===== src/rtl/router_pkg.sv =====
// Shared types and constants for the router packet transmitter.
// Header layout is {len, addr} with len in the MSBs.
package router_pkg;

    localparam int DATA_W = 8;
    localparam int LEN_W  = 6;
    localparam int ADDR_W = 2;

    typedef enum logic [2:0] {
        IDLE,
        LOAD,
        HDR,
        PLD,
        PAR
    } tx_state_t;

    function automatic logic [DATA_W-1:0] hdr_pack(
        input logic [LEN_W-1:0]  len,
        input logic [ADDR_W-1:0] addr
    );
        return {len, addr};
    endfunction

endpackage


===== src/rtl/router_pkt_tx_if.sv =====
// Host command/payload and router-side bundle for router_pkt_tx.
// ROUTER_TX_ERR_INJ_EN adds the inj_err command sideband.
interface router_pkt_tx_if;
    import router_pkg::*;

    logic              cmd_valid;
    logic              cmd_ready;
    logic [ADDR_W-1:0] cmd_addr;
    logic [LEN_W-1:0]  cmd_len;
    logic              pl_valid;
    logic              pl_ready;
    logic [DATA_W-1:0] pl_data;
    logic              busy;
    logic              pkt_valid;
    logic [DATA_W-1:0] data_out;
    logic              done;
    logic              err_len;
`ifdef ROUTER_TX_ERR_INJ_EN
    logic              inj_err;

    modport master (
        output cmd_valid, cmd_addr, cmd_len, inj_err,
        output pl_valid, pl_data, busy,
        input  cmd_ready, pl_ready, pkt_valid,
        input  data_out, done, err_len
    );

    modport slave (
        input  cmd_valid, cmd_addr, cmd_len, inj_err,
        input  pl_valid, pl_data, busy,
        output cmd_ready, pl_ready, pkt_valid,
        output data_out, done, err_len
    );
`else
    modport master (
        output cmd_valid, cmd_addr, cmd_len,
        output pl_valid, pl_data, busy,
        input  cmd_ready, pl_ready, pkt_valid,
        input  data_out, done, err_len
    );

    modport slave (
        input  cmd_valid, cmd_addr, cmd_len,
        input  pl_valid, pl_data, busy,
        output cmd_ready, pl_ready, pkt_valid,
        output data_out, done, err_len
    );
`endif

endinterface


===== src/rtl/router_tx_buf.sv =====
// Payload buffer: register array, one write port, one registered read port.
// A same-cycle write to the read address is forwarded (write-first).
module router_tx_buf #(
    parameter int AW = 6,
    parameter int DW = 8
) (
    input  logic          clk,
    input  logic          we,
    input  logic [AW-1:0] waddr,
    input  logic [DW-1:0] wdata,
    input  logic [AW-1:0] raddr,
    output logic [DW-1:0] rdata
);

    logic [DW-1:0] mem [2**AW];

    always_ff @(posedge clk) begin
        if (we) mem[waddr] <= wdata;
    end

    always_ff @(posedge clk) begin
        if (we && (waddr == raddr)) rdata <= wdata;
        else                        rdata <= mem[raddr];
    end

endmodule


===== src/rtl/router_pkt_tx.sv =====
// Store-and-forward packet source: header, payload, parity, back-to-back.
// Define ROUTER_TX_ERR_INJ_EN to add inj_err (flips parity bit 0).
module router_pkt_tx
    import router_pkg::*;
(
    input  logic          clk,
    input  logic          rst,
    router_pkt_tx_if.slave bus
);

    tx_state_t         state;
    logic [ADDR_W-1:0] addr_q;
    logic [LEN_W-1:0]  len_q;
    logic [DATA_W-1:0] parity;
    logic [LEN_W-1:0]  wr_ptr;
    logic [LEN_W-1:0]  rd_ptr;
    logic [LEN_W-1:0]  raddr;
    logic [DATA_W-1:0] rdata;
    logic [DATA_W-1:0] data_q;
    logic [DATA_W-1:0] par_out;
    logic              pkt_valid_q;
    logic              done_q;
    logic              err_len_q;
    logic              we;
    logic              consume;

    assign consume = !bus.busy;
    assign we      = (state == LOAD) && bus.pl_valid;

    assign bus.cmd_ready = (state == IDLE);
    assign bus.pl_ready  = (state == LOAD);
    assign bus.pkt_valid = pkt_valid_q;
    assign bus.data_out  = data_q;
    assign bus.done      = done_q;
    assign bus.err_len   = err_len_q;

`ifdef ROUTER_TX_ERR_INJ_EN
    logic inj_q;
    assign par_out = parity ^ {{(DATA_W-1){1'b0}}, inj_q};
`else
    assign par_out = parity;
`endif

    // Read address runs one beat ahead so rdata is ready when a beat is consumed
    always_comb begin
        raddr = '0;
        unique case (state)
            HDR:     raddr = consume ? LEN_W'(1) : '0;
            PLD:     raddr = consume ? rd_ptr + 1'b1 : rd_ptr;
            default: raddr = '0;
        endcase
    end

    router_tx_buf #(
        .AW (LEN_W),
        .DW (DATA_W)
    ) u_buf (
        .clk   (clk),
        .we    (we),
        .waddr (wr_ptr),
        .wdata (bus.pl_data),
        .raddr (raddr),
        .rdata (rdata)
    );

    always_ff @(posedge clk or negedge rst) begin
        if (!rst) begin
            state       <= IDLE;
            addr_q      <= '0;
            len_q       <= '0;
            parity      <= '0;
            wr_ptr      <= '0;
            rd_ptr      <= '0;
            data_q      <= '0;
            pkt_valid_q <= 1'b0;
            done_q      <= 1'b0;
            err_len_q   <= 1'b0;
`ifdef ROUTER_TX_ERR_INJ_EN
            inj_q       <= 1'b0;
`endif
        end else begin
            done_q    <= 1'b0;
            err_len_q <= 1'b0;
            unique case (state)
                IDLE: begin
                    if (bus.cmd_valid) begin
                        if (bus.cmd_len != '0) begin
                            addr_q <= bus.cmd_addr;
                            len_q  <= bus.cmd_len;
                            parity <= hdr_pack(bus.cmd_len, bus.cmd_addr);
                            wr_ptr <= '0;
`ifdef ROUTER_TX_ERR_INJ_EN
                            inj_q  <= bus.inj_err;
`endif
                            state  <= LOAD;
                        end else begin
                            err_len_q <= 1'b1;
                        end
                    end
                end
                LOAD: begin
                    if (bus.pl_valid) begin
                        parity <= parity ^ bus.pl_data;
                        wr_ptr <= wr_ptr + 1'b1;
                        if (wr_ptr == len_q - 1'b1) begin
                            data_q      <= hdr_pack(len_q, addr_q);
                            pkt_valid_q <= 1'b1;
                            state       <= HDR;
                        end
                    end
                end
                HDR: begin
                    if (consume) begin
                        data_q <= rdata;
                        rd_ptr <= LEN_W'(1);
                        state  <= PLD;
                    end
                end
                PLD: begin
                    if (consume) begin
                        if (rd_ptr == len_q) begin
                            data_q      <= par_out;
                            pkt_valid_q <= 1'b0;
                            state       <= PAR;
                        end else begin
                            data_q <= rdata;
                            rd_ptr <= rd_ptr + 1'b1;
                        end
                    end
                end
                PAR: begin
                    if (consume) begin
                        data_q <= '0;
                        done_q <= 1'b1;
                        state  <= IDLE;
                    end
                end
                default: state <= IDLE;
            endcase
        end
    end

endmodule


===== src/flat_wrapper.sv =====
// flat-port wrapper written by rule: the top's interface ports become plain ports
module router_pkt_tx_flat import router_pkg::*;
  (clk, rst, bus_cmd_valid, bus_cmd_addr, bus_cmd_len, bus_pl_valid, bus_pl_data, bus_busy, bus_cmd_ready, bus_pl_ready, bus_pkt_valid, bus_data_out, bus_done, bus_err_len);
  router_pkt_tx_if bus_i ();
  input  logic clk;
  input  logic rst;
  input wire logic [$bits(bus_i.cmd_valid)-1:0] bus_cmd_valid;
  input wire logic [$bits(bus_i.cmd_addr)-1:0] bus_cmd_addr;
  input wire logic [$bits(bus_i.cmd_len)-1:0] bus_cmd_len;
  input wire logic [$bits(bus_i.pl_valid)-1:0] bus_pl_valid;
  input wire logic [$bits(bus_i.pl_data)-1:0] bus_pl_data;
  input wire logic [$bits(bus_i.busy)-1:0] bus_busy;
  output wire logic [$bits(bus_i.cmd_ready)-1:0] bus_cmd_ready;
  output wire logic [$bits(bus_i.pl_ready)-1:0] bus_pl_ready;
  output wire logic [$bits(bus_i.pkt_valid)-1:0] bus_pkt_valid;
  output wire logic [$bits(bus_i.data_out)-1:0] bus_data_out;
  output wire logic [$bits(bus_i.done)-1:0] bus_done;
  output wire logic [$bits(bus_i.err_len)-1:0] bus_err_len;
  assign bus_i.cmd_valid = bus_cmd_valid;
  assign bus_i.cmd_addr = bus_cmd_addr;
  assign bus_i.cmd_len = bus_cmd_len;
  assign bus_i.pl_valid = bus_pl_valid;
  assign bus_i.pl_data = bus_pl_data;
  assign bus_i.busy = bus_busy;
  assign bus_cmd_ready = bus_i.cmd_ready;
  assign bus_pl_ready = bus_i.pl_ready;
  assign bus_pkt_valid = bus_i.pkt_valid;
  assign bus_data_out = bus_i.data_out;
  assign bus_done = bus_i.done;
  assign bus_err_len = bus_i.err_len;
  router_pkt_tx u_core (.clk(clk), .rst(rst), .bus(bus_i));
endmodule

===== config.mk =====
export PLATFORM = sky130hd
export DESIGN_NAME = router_pkt_tx_flat
export DESIGN_NICKNAME = d
export VERILOG_FILES = /design/src/rtl/router_pkg.sv /design/src/rtl/router_pkt_tx_if.sv /design/src/rtl/router_tx_buf.sv /design/src/rtl/router_pkt_tx.sv /design/src/flat_wrapper.sv
export SDC_FILE = /design/constraint.sdc
export NUM_CORES = 1
export LEC_CHECK = 0
export CAP_MARGIN = 5
export CELL_PAD_IN_SITES_DETAIL_PLACEMENT = 1
export CELL_PAD_IN_SITES_GLOBAL_PLACEMENT = 1
export CORE_MARGIN = 10
export CORE_UTILIZATION = 40
export CTS_BUF_LIST = sky130_fd_sc_hd__clkbuf_2
export CTS_CLUSTER_SIZE = 25
export DETAILED_ROUTE_END_ITERATION = 10
export DONT_BUFFER_PORTS = 1
export PLACE_DENSITY = 0.74
export SYNTH_ARGS = -nofsm -noshare
export SYNTH_HDL_FRONTEND = slang
export SYNTH_SLANG_ARGS = --single-unit

===== constraint.sdc =====
create_clock -name clk -period 2.45 [get_ports clk]
set_clock_uncertainty 0.05 [all_clocks]
set_input_delay 0.6125 -clock clk [delete_from_list [all_inputs] [get_ports clk]]
set_output_delay 0.6125 -clock clk [all_outputs]
set_load 0.01 [all_outputs]

## Yosys cells after proc, flatten, opt, wreduce, memory -nomap -nowiden

Memory sizes are Yosys's and may differ from the RTL's. A register that Yosys moved wholly into a read port is not among the register bits.
Cells that the tools add are included.

- Reductions and logical operators: 13
- Add/subtract/negate cells: 3
- Mux-type cells: 43
- Bitwise gates (word level): 1
- Equality and inequality tests: 15

Operators with widths:

| operator | number |
|---|---|
| two-way mux 8 bit | 9 |
| two-way mux 6 bit | 7 |
| case mux 6 bit (2 select lines) | 3 |
| case mux 8 bit (4 select lines) | 1 |
| two-way mux 3 bit | 8 |
| case mux 8 bit (2 select lines) | 1 |
| case mux 3 bit (5 select lines) | 1 |
| adder 6 x 1 -> 6 bit, second input constant | 2 |
| equality test 6 bit | 2 |
| two-way mux 1 bit | 12 |
| inequality test 2 bit, second input constant | 6 |
| AND reduction 4 bit | 2 |
| AND reduction 8 bit | 1 |
| bitwise XOR 8 bit | 1 |
| equality test 3 x 2 -> 1 bit, second input constant | 2 |
| inequality test 2 x 1 -> 1 bit, second input constant | 3 |
| AND reduction 6 bit | 1 |
| nonzero test 2 bit | 3 |
| nonzero test 6 bit | 1 |
| subtractor 6 x 1 -> 6 bit, second input constant | 1 |
| AND reduction 5 bit | 1 |
| nonzero test 4 bit | 1 |
| equality test 3 x 1 -> 1 bit, second input constant | 1 |
| equality test 3 bit, second input constant | 1 |
| other kinds (4) | 4 |

- Output and inout bits: 13
- RAM bits: 512
- Memories: 1
- Register bits after elaboration: 42

Memory list:

| name | depth | width | rd ports | clocked after Yosys merged registers in | write ports | RTL line | source |
|---|---|---|---|---|---|---|---|
| u_core.u_buf.mem | 64 | 8 | 1 | 1 | 1 | router_tx_buf.sv:15 | `logic [DW-1:0] mem [2**AW];` |

## Logic depth before layout (Yosys ltp)

- Word-level depth: 5
- Mapped depth: 10
- Mapped depth without buffers: 8

## By module

A second synthesis with hierarchy kept.

- Cell total of the unflattened synthesis: 1210
- Area total of the unflattened synthesis: 22718.0 µm²

Modules (own cells, without submodules):

| module | area an instance (µm²) | sequential area each (µm²) | cells each | times used |
|---|---|---|---|---|
| router_tx_buf | 20126.8 | 15494.9 | 938 | 1 |
| router_pkt_tx | 2591.2 | 1051.0 | 272 | 1 |

## Worst setup path after synthesis

No wires, ideal clock.

- Path kind: flip-flop to flip-flop
- Start: register u_core.len_q[0]
- End: register u_core.data_q[0], in the netlist u_core.bus.data_out[0]
- Setup time: 0.126 ns
- Arrival time: 2.153 ns
- Cell stages (with the launch flop): 10
- Path slack: 0.121 ns
- Path buffers: 2
- Path through: dfrtp_1 buf_6 inv_1 ha_1 and3_1 o2bb2ai_1 a2111o_1 a211o_1 buf_6 a311o_1

- Cells in the longest elaborated chain, start to end: 4
- Elaborated cells on any way between the ends: 8

RTL lines:

| element | RTL line | source |
|---|---|---|
| start, declared | router_pkt_tx.sv:13 | `logic [LEN_W-1:0] len_q;` |
| start signal, assigned | router_pkt_tx.sv:89 | `len_q <= bus.cmd_len;` |
| subtractor 6 x 1 -> 6 bit / equality test 6 bit (equally long branches) | router_pkt_tx.sv:105, router_pkt_tx.sv:121 |  |
| equality test 6 bit / two-way mux 8 bit (equally long branches) | router_pkt_tx.sv:105, router_pkt_tx.sv:121 |  |
| inequality test 2 x 1 -> 1 bit (no line) / two-way mux 8 bit (equally long branches) | - |  |
| AND reduction 6 bit (no line) / case mux 8 bit (4 select lines) (equally long branches) | - |  |
| end signal, assigned | router_pkt_tx.sv:106 | `data_q <= hdr_pack(len_q, addr_q);` |
| end signal, assigned | router_pkt_tx.sv:114 | `data_q <= rdata;` |
| end signal, assigned | router_pkt_tx.sv:122 | `data_q <= par_out;` |
| end, declared | router_pkt_tx.sv:19 | `logic [DATA_W-1:0] data_q;` |

Several ways; a longest one is shown, not always the timed one. The select of a mux whose other input is x is not followed.
A chain may end at the register's enable or synchronous reset.

## Worst setup path in the final report

- Start: register u_core.state[2]
- End: output port bus_pl_ready

- Cells in the longest elaborated chain, start to end: 1

RTL lines:

| element | RTL line | source |
|---|---|---|
| start, declared | router_pkt_tx.sv:11 | `tx_state_t state;` |
| start signal, assigned | router_pkt_tx.sv:68 | `state <= IDLE;` |
| start signal, assigned | router_pkt_tx.sv:95 | `state <= LOAD;` |
| start signal, assigned | router_pkt_tx.sv:108 | `state <= HDR;` |
| equality test 3 x 1 -> 1 bit | router_pkt_tx.sv:31 | `assign bus.pl_ready = (state == LOAD);` |
| end, declared | flat_wrapper.sv:14 | `output wire logic [$bits(bus_i.pl_ready)-1:0] bus_pl_ready;` |

Every way passes these cells.

==> results.py <==
metrics = {
    "floorplanning": {
        "coreArea_sq_um": 55200,
        "die-area_sq_um": 65800,
        "initial_utilization_pct": 40.5,
        "die-width_microns": 256,
        "rows": 86,
        "pin_count": 34,
        "die_h_microns": 256,
    },
    "drt": {
        "dr_total_vias": 13259,
        "vias_per_cell": 5.58,
        "wire_per_inst_microns": 25.2,
        "antenna_left": 0,
        "drcViolationCount": 0,
        "routed_wl_microns": 59900,
        "firstDrtPassIters": 5,
        "drt_iter0_markers": 1231,
    },
    "power_and_ir_drop": {
        "max-vdd-ir-drop_v": 0.000651,
        "p_per_area_nw_per_um2": 775,
        "p_leak_nw": 8.55,
        "total_power_mw": 20.3,
    },
    "clocking": {
        "htree_levels": 4,
        "clk_path_buf_depth": 3,
        "numCtsBuffers": 140,
        "root_buffer": "clkbuf_2",
        "cts.clk_slew.worst_paths_ps": 120,
        "clkSinkCount": 560,
        "cts_tree": "done",
        "clock_latency_ps": 1130,
    },
    "status": {
        "status": "complete, but fails checks",
        "violations": "negative setup slack",
    },
    "yosys": {
        "post-synth-top-area-cell": "edfxtp_1",
        "synth-edff-count": 512,
        "synth_area_sq_um": 22400,
        "synth_ff_type": "edfxtp_1",
        "ys_ff_latch": 560,
        "async_flop_share_pct": 7.50,
        "synth.net_count": 1315,
        "ys_seq_area_share_pct": 74.0,
        "syn_inst": 1291,
        "yosysTopAreaCellShare_pct": 68.7,
        "synth.distinct_cells": 49,
        "ys_warn_count": 0,
        "avgSynthCellArea_sq_um": 17.3,
        "ys_top_cells_by_area": "edfxtp_1 69%, mux4_2 6.4%, mux2i_1 6.0%",
    },
    "placement": {
        "place.gp.congestion": 0.868,
        "place_inst": 2086,
        "port-buffer-count": 0,
        "dpl.hpwl_microns": 35500,
        "place_area_sq_um": 24000,
    },
    "cells_and_area": {
        "drive_above_1_share_pct": 29.1,
        "final_nets": 1552,
        "instances_no_fill": 2377,
        "multi_input_area_sq_um": 5660,
        "fillCellCount": 5337,
        "stdcell_area_sq_um": 26200,
        "regArea_sq_um": 16600,
        "syn2layout_area_growth_pct": 17.1,
    },
    "timing": {
        "rsz0062_at_grt": "true",
        "finalCriticalPeriod_ps": 2690,
        "slew_viol_final": 0,
        "hold-worst-slack_ps": 159,
        "fin_crit_sh_pct": 110,
        "max_slew_margin_pct": 52.7,
        "setup_violations": 2,
        "fmax_mhz": 371,
        "worst_pin_slew_ps": 710,
        "setup_ws_ps": -245,
        "hold_viol": 0,
    },
    "setup_path": {
        "crit_fanout": 13,
        "critPathKind": "reg2out",
        "path_cells": "nor2_4 -> nand2_4 -> inv_4 -> buf_12",
        "cp.required_ps": 1790,
        "crit_buf_inv": 2,
        "cp.arrival_ps": 2030,
        "critPathLaunchType": "flop",
        "path_delay_family": "flip-flops",
        "crit_path_top_delay_cell": "dfrtp_2",
        "endpoint_kind": "primary output",
        "max_stage_delay_ps": 460,
        "ff2ff_setup_slack_ps": 10,
    },
    "global_routing": {
        "grt_pass1_wl_microns": 88500,
        "antenna_found_initial": 2,
        "grt_max_degree": 67,
        "grt_pass1_vias": 14124,
        "grt_use_total_pct": 17.6,
        "grt-ovfl-total": 0,
    },
    "flow_run": {
        "drv_cap": 0,
    },
    "worst_hold_path": {
        "worstHoldPathType": "in2reg",
    },
}
## layout make-up
class                           count  area share, %
Sequential cell                   560           63.2
Multi-Input combinational cell    654           21.6
Timing Repair Buffer              166           6.85
Clock buffer                      203           3.88
Tap cell                          748           3.57
Clock inverter                     38          0.774
Inverter                            6         0.0955
Antenna cell                        2         0.0191
## logic make-up (layout without fill, tap and decap cells)
| kind of cell | count (synthesis) | after routing | synth area share, % |
|---|---|---|---|
| buf+inv | 78 | 413 | 1.65 |
| compound gates | 187 | 188 | 5.68 |
| other cells | 0 | 2 | 0 |
| flops | 560 | 560 | 74.0 |
| mux | 205 | 205 | 12.8 |
| simple gates | 241 | 241 | 5.09 |
| fa+ha+maj | 3 | 3 | 0.168 |
| xor+xnor | 17 | 17 | 0.666 |
## stage by stage
step	setup WS (ps)	util [%]	setup TNS, ps
after floorplan	121	-	0
after global placement	19.9	43.5	0
after detailed placement	-44.9	43.5	-110
after CTS	-349	46.9	-691
after global routing	-356	47.5	-934
final	-245	47.5	-487
## power by group
part	leakage [nW]	internal, mW	switching [mW]
combinational	2.42	1.19	1.72
clock	0.955	2.42	3.69
sequential	5.17	10.8	0.461
## worst reg2reg max path, cell delays in order (launching register included)
cell and delay, ps:
dfxtp_4 430, buf_4 180, buf_4 150, nor2_4 210
clkbuf_16 250, a22oi_1 110, nand3_1 180, nand4_1 190
a22o_1 300, a311o_1 270
## per-layer routing
| layer | vias to the layer above | share of wire (%) | GRT usage (%) |
|---|---|---|---|
| li1 | 5735 | - | - |
| met1 | 6894 | 42 | 22.5 |
| met2 | 516 | 49 | 28.3 |
| met3 | 114 | 6.6 | 4.35 |
| met4 | 0 | 2.3 | 7.15 |
| met5 | - | 0 | 0 |
## registers in the layout (all words and copies together), names as in the netlist, named ones only
signal / cells
u_core.u_buf.mem: 512
u_core.bus.err_len: 1
u_core.state: 3
u_core.wr_ptr: 6
u_core.rd_ptr: 6
u_core.par_out: 8
u_core.bus.data_out: 8
u_core.len_q: 6
u_core.bus.done: 1
u_core.addr_q: 2
u_core.bus.pkt_valid: 1
## cell usage in the layout (no fill, tap or decap), types with 8 or more instances in the layout
cell type      count
a22o_1             9
clkbuf_2         203
o21ai_0           24
dfrtp_1           41
o22ai_1           22
xnor2_1           12
nor2_1            91
mux2i_1          131
dlygate4sd3_1     22
buf_16            11
a21oi_1           28
clkinv_1          25
nand4_1           12
a22oi_1           71
buf_4            111
edfxtp_1         512
nand3_1           48
mux4_2            64
buf_12            13
nor4_1             8
nand2b_1          13
nand2_1           24
## Yosys cell counts (all sizes together), types with 9 or more instances
cell type and n:
o22ai 29, mux4 64, nand4 12, a21oi 28, mux2i 134, nor2 95, a22o 9, clkbuf 28
nand3 51, edfxtp 512, nand2 28, dfrtp 42, o21ai 25, nand2b 13, buf 44, nor4 9
nor2b 9, a22oi 72, xnor2 12
## repair_timing
| item | 4_1_cts | 5_1_grt |
|---|---|---|
| setup endpoints to repair | 10 | 143 |
| endpoints found under the hold margin | 592 | 0 |
| buffers inserted | 7 | 3 |
| cloned | 1 | 5 |
| pin swaps | 2 | 13 |
| resized for setup | 14 | 37 |
| hold buffers | 32 | 0 |
## final timing paths
check	start	end	cells after the start
setup / recovery	u_core.state[2]	bus_pl_ready	4
max in group asynchronous	rst	u_core.rd_ptr[1]	4
hold reg to reg	u_core.addr_q[1]	u_core.addr_q[1]	1
hold / removal	bus_cmd_addr[1]	u_core.addr_q[1]	2
min in group asynchronous	rst	u_core.bus.data_out[5]	4
setup reg to reg	flop	u_core.bus.data_out[1]	9
Power figures use the tool's default switching activity.
